==> config.mk <==
export PLATFORM = sky130hd
export DESIGN_NAME = if_biquad_tdm_flat
export DESIGN_NICKNAME = d
export VERILOG_FILES = /design/src/rtl/if_biquad_pkg.sv /design/src/rtl/if_biquad_tdm_if.sv /design/src/rtl/if_biquad_mac.sv /design/src/rtl/if_biquad_tdm.sv /design/src/flat_wrapper.sv
export SDC_FILE = /design/constraint.sdc
export NUM_CORES = 2
export LEC_CHECK = 0
export ABC_AREA = 1
export BUFFER_PORTS_ARGS = -buffer_cell sky130_fd_sc_hd__clkbuf_2
export CAP_MARGIN = 30
export CORE_MARGIN = 3
export CORE_UTILIZATION = 50
export CTS_CLUSTER_DIAMETER = 60
export DETAILED_ROUTE_END_ITERATION = 8
export GPL_TIMING_DRIVEN = 0
export PLACE_DENSITY = 0.71
export SLEW_MARGIN = 20
export SYNTH_ARGS = -nofsm -noshare
export SYNTH_HDL_FRONTEND = slang
export SYNTH_SLANG_ARGS = --single-unit
export TNS_END_PERCENT = 50
==> constraint.sdc <==
create_clock -name clk -period 11.4 [get_ports clk]
set_input_delay 2.28 -clock clk [delete_from_list [all_inputs] [get_ports clk]]
set_output_delay 2.28 -clock clk [all_outputs]
set_load 0.01 [all_outputs]
==> src/rtl/if_biquad_pkg.sv <==
// Shared constants and types for the time-multiplexed IF biquad filter.
// Reset coefficients give the default 455 kHz band-pass response.
package if_biquad_pkg;

  localparam int unsigned NumTaps = 5;

  localparam logic [2:0] AddrB0 = 3'd0;
  localparam logic [2:0] AddrB1 = 3'd1;
  localparam logic [2:0] AddrB2 = 3'd2;
  localparam logic [2:0] AddrA1 = 3'd3;
  localparam logic [2:0] AddrA2 = 3'd4;

  localparam int RstB0 = 5;
  localparam int RstB1 = 0;
  localparam int RstB2 = -5;
  localparam int RstA1 = -16276;
  localparam int RstA2 = 8110;

  typedef enum logic [1:0] {StIdle, StMac, StWb, StDone} state_e;

  function automatic int rst_coef(int idx);
    case (idx)
      0:       return RstB0;
      1:       return RstB1;
      2:       return RstB2;
      3:       return RstA1;
      default: return RstA2;
    endcase
  endfunction

endpackage

==> src/rtl/if_biquad_tdm_if.sv <==
// Sample/coefficient/result bundle between the IF front end and the biquad filter.
interface if_biquad_tdm_if #(
  parameter int unsigned CHANNELS = 2,
  parameter int unsigned DATA_W   = 8,
  parameter int unsigned COEF_W   = 16
);
  logic                         sample_valid;
  logic [CHANNELS*DATA_W-1:0]   sample_in;
  logic [2:0]                   gain;
  logic                         coef_we;
  logic [2:0]                   coef_addr;
  logic [COEF_W-1:0]            coef_wdata;
  logic                         flag_clr;
  logic                         busy;
  logic                         out_valid;
  logic [CHANNELS*DATA_W-1:0]   out_data;
  logic                         overrun;
  logic                         sat_flag;

  modport master (
    output sample_valid, sample_in, gain, coef_we, coef_addr, coef_wdata, flag_clr,
    input  busy, out_valid, out_data, overrun, sat_flag
  );

  modport slave (
    input  sample_valid, sample_in, gain, coef_we, coef_addr, coef_wdata, flag_clr,
    output busy, out_valid, out_data, overrun, sat_flag
  );
endinterface

==> src/rtl/if_biquad_mac.sv <==
// Shared multiply-accumulate plus shift-and-reduce of the biquad result.
// IF_BIQUAD_SAT_EN selects clamping reductions; otherwise results wrap.
module if_biquad_mac import if_biquad_pkg::*; #(
  parameter int unsigned COEF_W  = 16,
  parameter int unsigned STATE_W = 16,
  parameter int unsigned DATA_W  = 8,
  parameter int unsigned FRAC    = 13
) (
  input  logic                      clk_i,
  input  logic                      rst_ni,
  input  logic                      en_i,
  input  logic                      clr_i,
  input  logic                      sub_i,
  input  logic signed [COEF_W-1:0]  coef_i,
  input  logic signed [STATE_W-1:0] opnd_i,
  input  logic [2:0]                shift_i,
  output logic signed [STATE_W-1:0] y_o,
  output logic signed [DATA_W-1:0]  out_o,
  output logic                      sat_o
);

  localparam int unsigned AccW  = STATE_W + COEF_W + 3;
  localparam int unsigned ProdW = STATE_W + COEF_W;

  logic signed [ProdW-1:0]   mul;
  logic signed [AccW-1:0]    prod, acc_d, acc_q, y_full;
  logic signed [STATE_W-1:0] y_sh;

  assign mul = coef_i * opnd_i;

  always_comb begin
    prod  = {{(AccW-ProdW){mul[ProdW-1]}}, mul};
    acc_d = acc_q;
    if (en_i) begin
      acc_d = (clr_i ? '0 : acc_q) + (sub_i ? -prod : prod);
    end
  end

  always_ff @(posedge clk_i) begin
    if (!rst_ni) acc_q <= '0;
    else         acc_q <= acc_d;
  end

`ifdef IF_BIQUAD_SAT_EN
  logic y_ovf, o_ovf;

  // Out of range whenever the bits above the target sign bit disagree with it.
  always_comb begin
    y_full = acc_q >>> FRAC;
    y_ovf  = (y_full[AccW-1:STATE_W-1] != '0) && (y_full[AccW-1:STATE_W-1] != '1);
    if (y_ovf) y_o = y_full[AccW-1] ? {1'b1, {(STATE_W-1){1'b0}}} : {1'b0, {(STATE_W-1){1'b1}}};
    else       y_o = y_full[STATE_W-1:0];
    y_sh   = y_o >>> shift_i;
    o_ovf  = (y_sh[STATE_W-1:DATA_W-1] != '0) && (y_sh[STATE_W-1:DATA_W-1] != '1);
    if (o_ovf) out_o = y_sh[STATE_W-1] ? {1'b1, {(DATA_W-1){1'b0}}} : {1'b0, {(DATA_W-1){1'b1}}};
    else       out_o = y_sh[DATA_W-1:0];
    sat_o  = y_ovf | o_ovf;
  end
`else
  logic unused_hi;

  always_comb begin
    y_full = acc_q >>> FRAC;
    y_o    = y_full[STATE_W-1:0];
    y_sh   = y_o >>> shift_i;
    out_o  = y_sh[DATA_W-1:0];
    sat_o  = 1'b0;
  end

  assign unused_hi = ^{y_full[AccW-1:STATE_W], y_sh[STATE_W-1:DATA_W]};
`endif

endmodule

==> src/rtl/if_biquad_tdm.sv <==
// CHANNELS-way time-multiplexed IF biquad band-pass with shadowed coefficients.
// Saturation build selected by IF_BIQUAD_SAT_EN (see if_biquad_mac).
module if_biquad_tdm import if_biquad_pkg::*; #(
  parameter int unsigned CHANNELS = 2,
  parameter int unsigned DATA_W   = 8,
  parameter int unsigned COEF_W   = 16,
  parameter int unsigned FRAC     = 13,
  parameter int unsigned STATE_W  = 16
) (
  input logic            clk,
  input logic            RSTb,
  if_biquad_tdm_if.slave bus
);

  localparam int unsigned ChW     = (CHANNELS > 1) ? $clog2(CHANNELS) : 1;
  localparam int unsigned VecW    = CHANNELS * DATA_W;
  localparam logic [2:0]  LastTap = 3'(NumTaps - 1);
  localparam logic [ChW-1:0] LastCh = ChW'(CHANNELS - 1);

  state_e         state_q, state_d;
  logic [ChW-1:0] ch_q, ch_d;
  logic [2:0]     tap_q, tap_d;
  logic           busy, out_valid, mac_en, wb, accept, last_ch;

  logic [VecW-1:0] xin_q, xin_d, stage_q, stage_d, out_q, out_d;
  logic [2:0]      gain_q, gain_d;
  logic            overrun_q, overrun_d, sat_q, sat_d;
  logic signed [COEF_W-1:0]  shadow_q [NumTaps], shadow_d [NumTaps];
  logic signed [COEF_W-1:0]  active_q [NumTaps], active_d [NumTaps];
  logic signed [DATA_W-1:0]  x1_q [CHANNELS], x1_d [CHANNELS], x2_q [CHANNELS], x2_d [CHANNELS];
  logic signed [STATE_W-1:0] y1_q [CHANNELS], y1_d [CHANNELS], y2_q [CHANNELS], y2_d [CHANNELS];

  logic signed [DATA_W-1:0]  x_cur, out_new;
  logic signed [STATE_W-1:0] opnd, y_new;
  logic signed [COEF_W-1:0]  coef_sel;
  logic                      mac_sat;

  assign last_ch = (ch_q == LastCh);
  assign accept  = bus.sample_valid && !busy;

  always_ff @(posedge clk) begin
    if (!RSTb) begin
      state_q <= StIdle;
      ch_q    <= '0;
      tap_q   <= '0;
    end else begin
      state_q <= state_d;
      ch_q    <= ch_d;
      tap_q   <= tap_d;
    end
  end

  always_comb begin
    state_d = state_q;
    ch_d    = ch_q;
    tap_d   = tap_q;
    unique case (state_q)
      StIdle, StDone: begin
        state_d = StIdle;
        if (bus.sample_valid) begin
          state_d = StMac;
          ch_d    = '0;
          tap_d   = '0;
        end
      end
      StMac: begin
        if (tap_q == LastTap) begin
          state_d = StWb;
          tap_d   = '0;
        end else begin
          tap_d = tap_q + 3'd1;
        end
      end
      StWb: begin
        if (last_ch) begin
          state_d = StDone;
        end else begin
          state_d = StMac;
          ch_d    = ch_q + ChW'(1);
        end
      end
      default: state_d = StIdle;
    endcase
  end

  always_comb begin
    busy      = (state_q == StMac) || (state_q == StWb);
    out_valid = (state_q == StDone);
    mac_en    = (state_q == StMac);
    wb        = (state_q == StWb);
  end

  // Tap order b0..a2 lines up with the coefficient address map.
  always_comb begin
    x_cur = xin_q[int'(ch_q)*DATA_W +: DATA_W];
    case (tap_q)
      3'd0:    opnd = {{(STATE_W-DATA_W){x_cur[DATA_W-1]}}, x_cur};
      3'd1:    opnd = {{(STATE_W-DATA_W){x1_q[ch_q][DATA_W-1]}}, x1_q[ch_q]};
      3'd2:    opnd = {{(STATE_W-DATA_W){x2_q[ch_q][DATA_W-1]}}, x2_q[ch_q]};
      3'd3:    opnd = y1_q[ch_q];
      default: opnd = y2_q[ch_q];
    endcase
    case (tap_q)
      3'd0:    coef_sel = active_q[0];
      3'd1:    coef_sel = active_q[1];
      3'd2:    coef_sel = active_q[2];
      3'd3:    coef_sel = active_q[3];
      default: coef_sel = active_q[4];
    endcase
  end

  if_biquad_mac #(
    .COEF_W  (COEF_W),
    .STATE_W (STATE_W),
    .DATA_W  (DATA_W),
    .FRAC    (FRAC)
  ) u_mac (
    .clk_i   (clk),
    .rst_ni  (RSTb),
    .en_i    (mac_en),
    .clr_i   (tap_q == 3'd0),
    .sub_i   (tap_q >= AddrA1),
    .coef_i  (coef_sel),
    .opnd_i  (opnd),
    .shift_i (3'd7 - gain_q),
    .y_o     (y_new),
    .out_o   (out_new),
    .sat_o   (mac_sat)
  );

  always_comb begin
    xin_d    = xin_q;
    gain_d   = gain_q;
    shadow_d = shadow_q;
    active_d = active_q;
    x1_d     = x1_q;
    x2_d     = x2_q;
    y1_d     = y1_q;
    y2_d     = y2_q;
    stage_d  = stage_q;
    out_d    = out_q;
    if (bus.coef_we) begin
      case (bus.coef_addr)
        AddrB0:  shadow_d[0] = bus.coef_wdata;
        AddrB1:  shadow_d[1] = bus.coef_wdata;
        AddrB2:  shadow_d[2] = bus.coef_wdata;
        AddrA1:  shadow_d[3] = bus.coef_wdata;
        AddrA2:  shadow_d[4] = bus.coef_wdata;
        default: ;
      endcase
    end
    // Commit reads the old shadow, so a same-cycle write waits for the next accept.
    if (accept) begin
      xin_d    = bus.sample_in;
      gain_d   = bus.gain;
      active_d = shadow_q;
    end
    if (wb) begin
      x2_d[ch_q] = x1_q[ch_q];
      x1_d[ch_q] = x_cur;
      y2_d[ch_q] = y1_q[ch_q];
      y1_d[ch_q] = y_new;
      stage_d[int'(ch_q)*DATA_W +: DATA_W] = out_new;
      if (last_ch) out_d = stage_d;
    end
    overrun_d = bus.flag_clr ? 1'b0 : overrun_q;
    if (bus.sample_valid && busy) overrun_d = 1'b1;
    sat_d = bus.flag_clr ? 1'b0 : sat_q;
    if (wb && mac_sat) sat_d = 1'b1;
  end

  always_ff @(posedge clk) begin
    if (!RSTb) begin
      xin_q     <= '0;
      gain_q    <= '0;
      stage_q   <= '0;
      out_q     <= '0;
      overrun_q <= 1'b0;
      sat_q     <= 1'b0;
      for (int i = 0; i < NumTaps; i++) begin
        shadow_q[i] <= COEF_W'(rst_coef(i));
        active_q[i] <= COEF_W'(rst_coef(i));
      end
      for (int c = 0; c < CHANNELS; c++) begin
        x1_q[c] <= '0;
        x2_q[c] <= '0;
        y1_q[c] <= '0;
        y2_q[c] <= '0;
      end
    end else begin
      xin_q     <= xin_d;
      gain_q    <= gain_d;
      stage_q   <= stage_d;
      out_q     <= out_d;
      overrun_q <= overrun_d;
      sat_q     <= sat_d;
      shadow_q  <= shadow_d;
      active_q  <= active_d;
      x1_q      <= x1_d;
      x2_q      <= x2_d;
      y1_q      <= y1_d;
      y2_q      <= y2_d;
    end
  end

  assign bus.busy      = busy;
  assign bus.out_valid = out_valid;
  assign bus.out_data  = out_q;
  assign bus.overrun   = overrun_q;
  assign bus.sat_flag  = sat_q;

endmodule

==> src/flat_wrapper.sv <==
// flat-port wrapper written by rule: the top's interface ports become plain ports
module if_biquad_tdm_flat import if_biquad_pkg::*;
#(
  parameter int unsigned CHANNELS = 2,
  parameter int unsigned DATA_W   = 8,
  parameter int unsigned COEF_W   = 16,
  parameter int unsigned FRAC     = 13,
  parameter int unsigned STATE_W  = 16
)
  (clk, RSTb, bus_sample_valid, bus_sample_in, bus_gain, bus_coef_we, bus_coef_addr, bus_coef_wdata, bus_flag_clr, bus_busy, bus_out_valid, bus_out_data, bus_overrun, bus_sat_flag);
  if_biquad_tdm_if #(.CHANNELS(CHANNELS), .DATA_W(DATA_W), .COEF_W(COEF_W)) bus_i ();
  input logic clk;
  input logic RSTb;
  input wire logic [$bits(bus_i.sample_valid)-1:0] bus_sample_valid;
  input wire logic [$bits(bus_i.sample_in)-1:0] bus_sample_in;
  input wire logic [$bits(bus_i.gain)-1:0] bus_gain;
  input wire logic [$bits(bus_i.coef_we)-1:0] bus_coef_we;
  input wire logic [$bits(bus_i.coef_addr)-1:0] bus_coef_addr;
  input wire logic [$bits(bus_i.coef_wdata)-1:0] bus_coef_wdata;
  input wire logic [$bits(bus_i.flag_clr)-1:0] bus_flag_clr;
  output wire logic [$bits(bus_i.busy)-1:0] bus_busy;
  output wire logic [$bits(bus_i.out_valid)-1:0] bus_out_valid;
  output wire logic [$bits(bus_i.out_data)-1:0] bus_out_data;
  output wire logic [$bits(bus_i.overrun)-1:0] bus_overrun;
  output wire logic [$bits(bus_i.sat_flag)-1:0] bus_sat_flag;
  assign bus_i.sample_valid = bus_sample_valid;
  assign bus_i.sample_in = bus_sample_in;
  assign bus_i.gain = bus_gain;
  assign bus_i.coef_we = bus_coef_we;
  assign bus_i.coef_addr = bus_coef_addr;
  assign bus_i.coef_wdata = bus_coef_wdata;
  assign bus_i.flag_clr = bus_flag_clr;
  assign bus_busy = bus_i.busy;
  assign bus_out_valid = bus_i.out_valid;
  assign bus_out_data = bus_i.out_data;
  assign bus_overrun = bus_i.overrun;
  assign bus_sat_flag = bus_i.sat_flag;
  if_biquad_tdm #(.CHANNELS(CHANNELS), .DATA_W(DATA_W), .COEF_W(COEF_W), .FRAC(FRAC), .STATE_W(STATE_W)) u_core (.clk(clk), .RSTb(RSTb), .bus(bus_i));
endmodule
==> run_summary.xml <==
<?xml version="1.0" encoding="UTF-8"?>
<metrics>
  <group name="grt">
    <metric name="grt_pass1_wl" unit="µm">123000</metric>
    <metric name="global_route.overflow_total" unit="">0</metric>
    <metric name="largest_net_degree_at_the_start_of_global_routing" unit="">17</metric>
    <metric name="grt_antenna_before_repair" unit="">0</metric>
    <metric name="grt_usage" unit="">0.293</metric>
    <metric name="first_global_vias" unit="">22400</metric>
  </group>
  <group name="layout">
    <metric name="num_antenna_cells" unit="">0</metric>
    <metric name="final_util" unit="">0.556</metric>
    <metric name="fraction_of_layout_cells_with_a_size_suffix_above_1" unit="">0.0703</metric>
    <metric name="area_growth" unit="%">9.74</metric>
    <metric name="nNetsFinal" unit="">3959</metric>
  </group>
  <group name="cts">
    <metric name="cts.clk_slew.worst_paths" unit="ns">0.07</metric>
    <metric name="tritoncts" unit="">built</metric>
    <metric name="clock_tree.buffer_depth" unit="">3</metric>
    <metric name="htree_num_levels" unit="">1</metric>
    <metric name="cts_root_buf" unit="">clkbuf_16</metric>
    <metric name="clock-sinks" unit="">335</metric>
    <metric name="post_cts_hold_buffer_count" unit="">0</metric>
    <metric name="cts_made_buffers" unit="">31</metric>
    <metric name="worstSkewPairLatency" unit="ns">0.60</metric>
  </group>
  <group name="timing">
    <metric name="period_minus_slack" unit="ns">10.86</metric>
    <metric name="hold_viol_final" unit="">0</metric>
    <metric name="timing.fmax" unit="MHz">92.1</metric>
    <metric name="finalMaxSlewViolations" unit="">0</metric>
    <metric name="grt_setup_unrepaired" unit="">false</metric>
    <metric name="finClkSkew" unit="ns">0.0193</metric>
    <metric name="setup-violations-final" unit="">0</metric>
    <metric name="timing.max_slew.rel_slack" unit="">0.231</metric>
    <metric name="tightest_slew" unit="ns">1.14</metric>
    <metric name="final.period_utilization" unit="">0.953</metric>
  </group>
  <group name="routing">
    <metric name="number_of_vias_per_cell" unit="">5.51</metric>
    <metric name="top_layer_used" unit="">met4</metric>
    <metric name="amount_of_wire_on_met3_after_detailed_routing" unit="µm">7050</metric>
    <metric name="drt-met1-wl" unit="µm">32600</metric>
    <metric name="route.vias.total" unit="">23500</metric>
    <metric name="detail_route.wirelength" unit="µm">79500</metric>
    <metric name="firstDrtPassIters" unit="">5</metric>
    <metric name="drt.antenna.violating_nets" unit="">0</metric>
    <metric name="wl_met2" unit="µm">35800</metric>
    <metric name="drt_first_iter_violations" unit="">2231</metric>
    <metric name="routed_wire_length_per_instance" unit="µm">18.7</metric>
    <metric name="detail_route.drc_violations" unit="">0</metric>
  </group>
  <group name="yosys">
    <metric name="synthDistinctLibCells" unit="">61</metric>
    <metric name="synth_cells" unit="">3465</metric>
    <metric name="synth.avg_cell_area" unit="µm²">7.34</metric>
    <metric name="synth_async_sr_flop_share" unit="">0</metric>
    <metric name="ys_seq_area_frac" unit="">0.264</metric>
    <metric name="synth_edf_count" unit="">0</metric>
    <metric name="count_of_state_elements_after_synthesis" unit="">335</metric>
    <metric name="yosys_most_used_dff" unit="">dfxtp_1</metric>
    <metric name="synth_warnings" unit="">0</metric>
    <metric name="synth_fp_nets" unit="">3863</metric>
    <metric name="netlist_area" unit="µm²">25400</metric>
  </group>
  <group name="placement">
    <metric name="hpwl_dp" unit="µm">62000</metric>
    <metric name="final_weighted_congestion_in_routability_driven_placement" unit="">0.958</metric>
    <metric name="buffer_ports.inserted" unit="">60</metric>
  </group>
  <group name="critical_path">
    <metric name="worst_path_most_repeated_cell" unit="">nand2_1</metric>
    <metric name="crit_arrival" unit="ns">11.34</metric>
    <metric name="cp_slowest_stage_delay" unit="ns">0.61</metric>
    <metric name="timing.critical_path.fanout_max" unit="">10</metric>
    <metric name="critical_path_class" unit="">register to register</metric>
    <metric name="critical_path.endpoint_type" unit="">register</metric>
    <metric name="critPathLaunchType" unit="">register</metric>
    <metric name="worstPathRequired" unit="ns">11.88</metric>
    <metric name="r2r_cells" unit="">47</metric>
    <metric name="worst_path_max_delay_cell" unit="">o22ai_2</metric>
  </group>
  <group name="floorplan">
    <metric name="die_boundary_width" unit="µm">231</metric>
    <metric name="initial_cell_density_of_the_core" unit="">0.507</metric>
    <metric name="die_y_extent" unit="µm">231</metric>
    <metric name="core-area" unit="µm²">50200</metric>
    <metric name="floorplan.die_area" unit="µm²">53600</metric>
    <metric name="num_io_pins" unit="">63</metric>
    <metric name="placement_rows" unit="">82</metric>
  </group>
  <group name="status">
    <metric name="result_of_the_run" unit="">completed</metric>
  </group>
  <group name="run">
    <metric name="max_cap_viols" unit="">0</metric>
  </group>
  <group name="worst_hold_path">
    <metric name="hold-path-cell-count" unit="">2</metric>
    <metric name="worstHoldPathType" unit="">register to register</metric>
  </group>
</metrics>
==> worst paths after layout <==
path | start | end | slack [ns]
min | u_core.shadow_q[3]$_SDFFE_PN1P_ | u_core.active_q[3]$_SDFFE_PN1P_ | 0.45
max | u_core.tap_q[2]$_SDFFE_PN0P_ | u_core.u_mac.acc_q[25]$_SDFFE_PN0P_ | 0.54
max reg2reg | u_core.tap_q[2]$_SDFFE_PN0P_ | u_core.u_mac.acc_q[25]$_SDFFE_PN0P_ | 0.54
min reg2reg | u_core.shadow_q[3]$_SDFFE_PN1P_ | u_core.active_q[3]$_SDFFE_PN1P_ | 0.45
==> synth_stat cells (4+ instances only) <==
cell         n  share of area
o22ai_2      4         0.0020
nand2_2     28         0.0069
buf_6        4         0.0018
clkinv_1     9         0.0013
nor3_2       4         0.0016
nor2_1     505          0.075
inv_2       16         0.0024
clkbuf_1   124          0.018
a21oi_1    207          0.041
a221o_1     12         0.0047
nor2_4       4         0.0018
xnor2_1     17         0.0059
buf_1        9         0.0013
a22o_1      13         0.0045
dfxtp_1    335           0.26
a21oi_2      4         0.0014
o2111ai_1    6         0.0021
fa_1       240           0.19
o211ai_1    12         0.0035
nand3_1    151          0.030
o22ai_1     11         0.0027
nand2_1    574          0.085
inv_1      555          0.082
nor2_2       9         0.0022
nor3_1      15         0.0030
o21ai_1      8         0.0016
ha_1       115          0.057
a21o_1       6         0.0018
nand4_1     12         0.0030
xor2_1      48          0.017
nand3_2      4         0.0016
o21ai_0    344          0.068
buf_2       14         0.0028
==> routing by layer <==
metal / vias up / track usage
li1: 11000 / -
met1: 11200 / 0.396
met2: 1102 / 0.473
met3: 191 / 0.0354
met4: 0 / 0.134
met5: - / 0
==> worst max-delay path: cells and delay by family, from the launching register on <==
family          cells  cell delay (ns)
buf+inv            15             2.34
flops               1             0.32
fa+ha+maj           9             4.18
simple gates       17             2.27
xor+xnor            2             0.30
compound gates      4             1.29
==> flip-flops by register name, summed over array words and instances, names as in the netlist <==
signal               cells
u_core.active_q         80
u_core.gain_q            3
u_core.u_mac.acc_q      29
u_core.x1_q             16
u_core.xin_q            16
u_core.tap_q             3
u_core.shadow_q         80
u_core.y1_q             32
u_core.bus.overrun       1
u_core.stage_q           8
u_core.ch_q              1
u_core.y2_q             32
u_core.state_q           2
u_core.bus.out_data     16
u_core.x2_q             16
==> stage by stage <==
stage	instance area, µm²	setup WS, ns	TNS [ns]	cells	hold slack (ns)
after detailed placement	26600	-0.476	-2.31	4199	0.443
final	27900	0.540	0	4258	0.454
after CTS	27800	0.0229	0	4255	0.455
after floorplan	25400	2.34	0	3465	0.429
after global placement	26600	-0.364	-1.64	4197	0.437
after global routing	27900	0.0121	0	4258	0.469
==> layout by cell type (no fill, tap or decap), drive strengths merged, types with 4 or more instances in the layout <==
master / instances
bufinv: 9
clkbuf: 221
xor2: 49
nor3: 19
o2111ai: 6
o211ai: 12
inv: 572
fa: 240
o22ai: 15
nor2: 520
a21oi: 211
nand2: 605
a221o: 12
nand4: 12
xnor2: 17
a22o: 13
clkinvlp: 6
buf: 32
clkinv: 15
o31ai: 4
a21o: 6
o21ai: 354
nand3: 155
ha: 115
dfxtp: 335
==> kinds of logic after synthesis <==
group / Yosys count / share of synthesized area
compound gates: 647 / 0.140
xor+xnor: 66 / 0.0230
fa+ha+maj: 355 / 0.246
buf+inv: 734 / 0.111
flops: 335 / 0.264
mux: 2 / 0.000787
other cells: 1 / 0.000147
simple gates: 1325 / 0.216
==> cell type report <==
| class | count | area [µm²] |
|---|---|---|
| Buffer | 151 | 639 |
| Clock buffer | 37 | 848 |
| Clock inverter | 21 | 369 |
| Fill cell | 4873 | 22300 |
| Inverter | 581 | 2190 |
| Multi-Input combinational cell | 2396 | 16000 |
| Sequential cell | 335 | 6710 |
| Tap cell | 672 | 841 |
| Timing Repair Buffer | 65 | 335 |
==> what timing repair did <==
| action | in CTS | in global routing |
|---|---|---|
| endpoints found under the setup margin | 8 | 11 |
| gates resized for setup | 4 | 27 |
| buffers inserted | 0 | 3 |
Power is not shown: default switching activity piles up to over one toggle a cycle in this logic, so the estimate is an artifact.
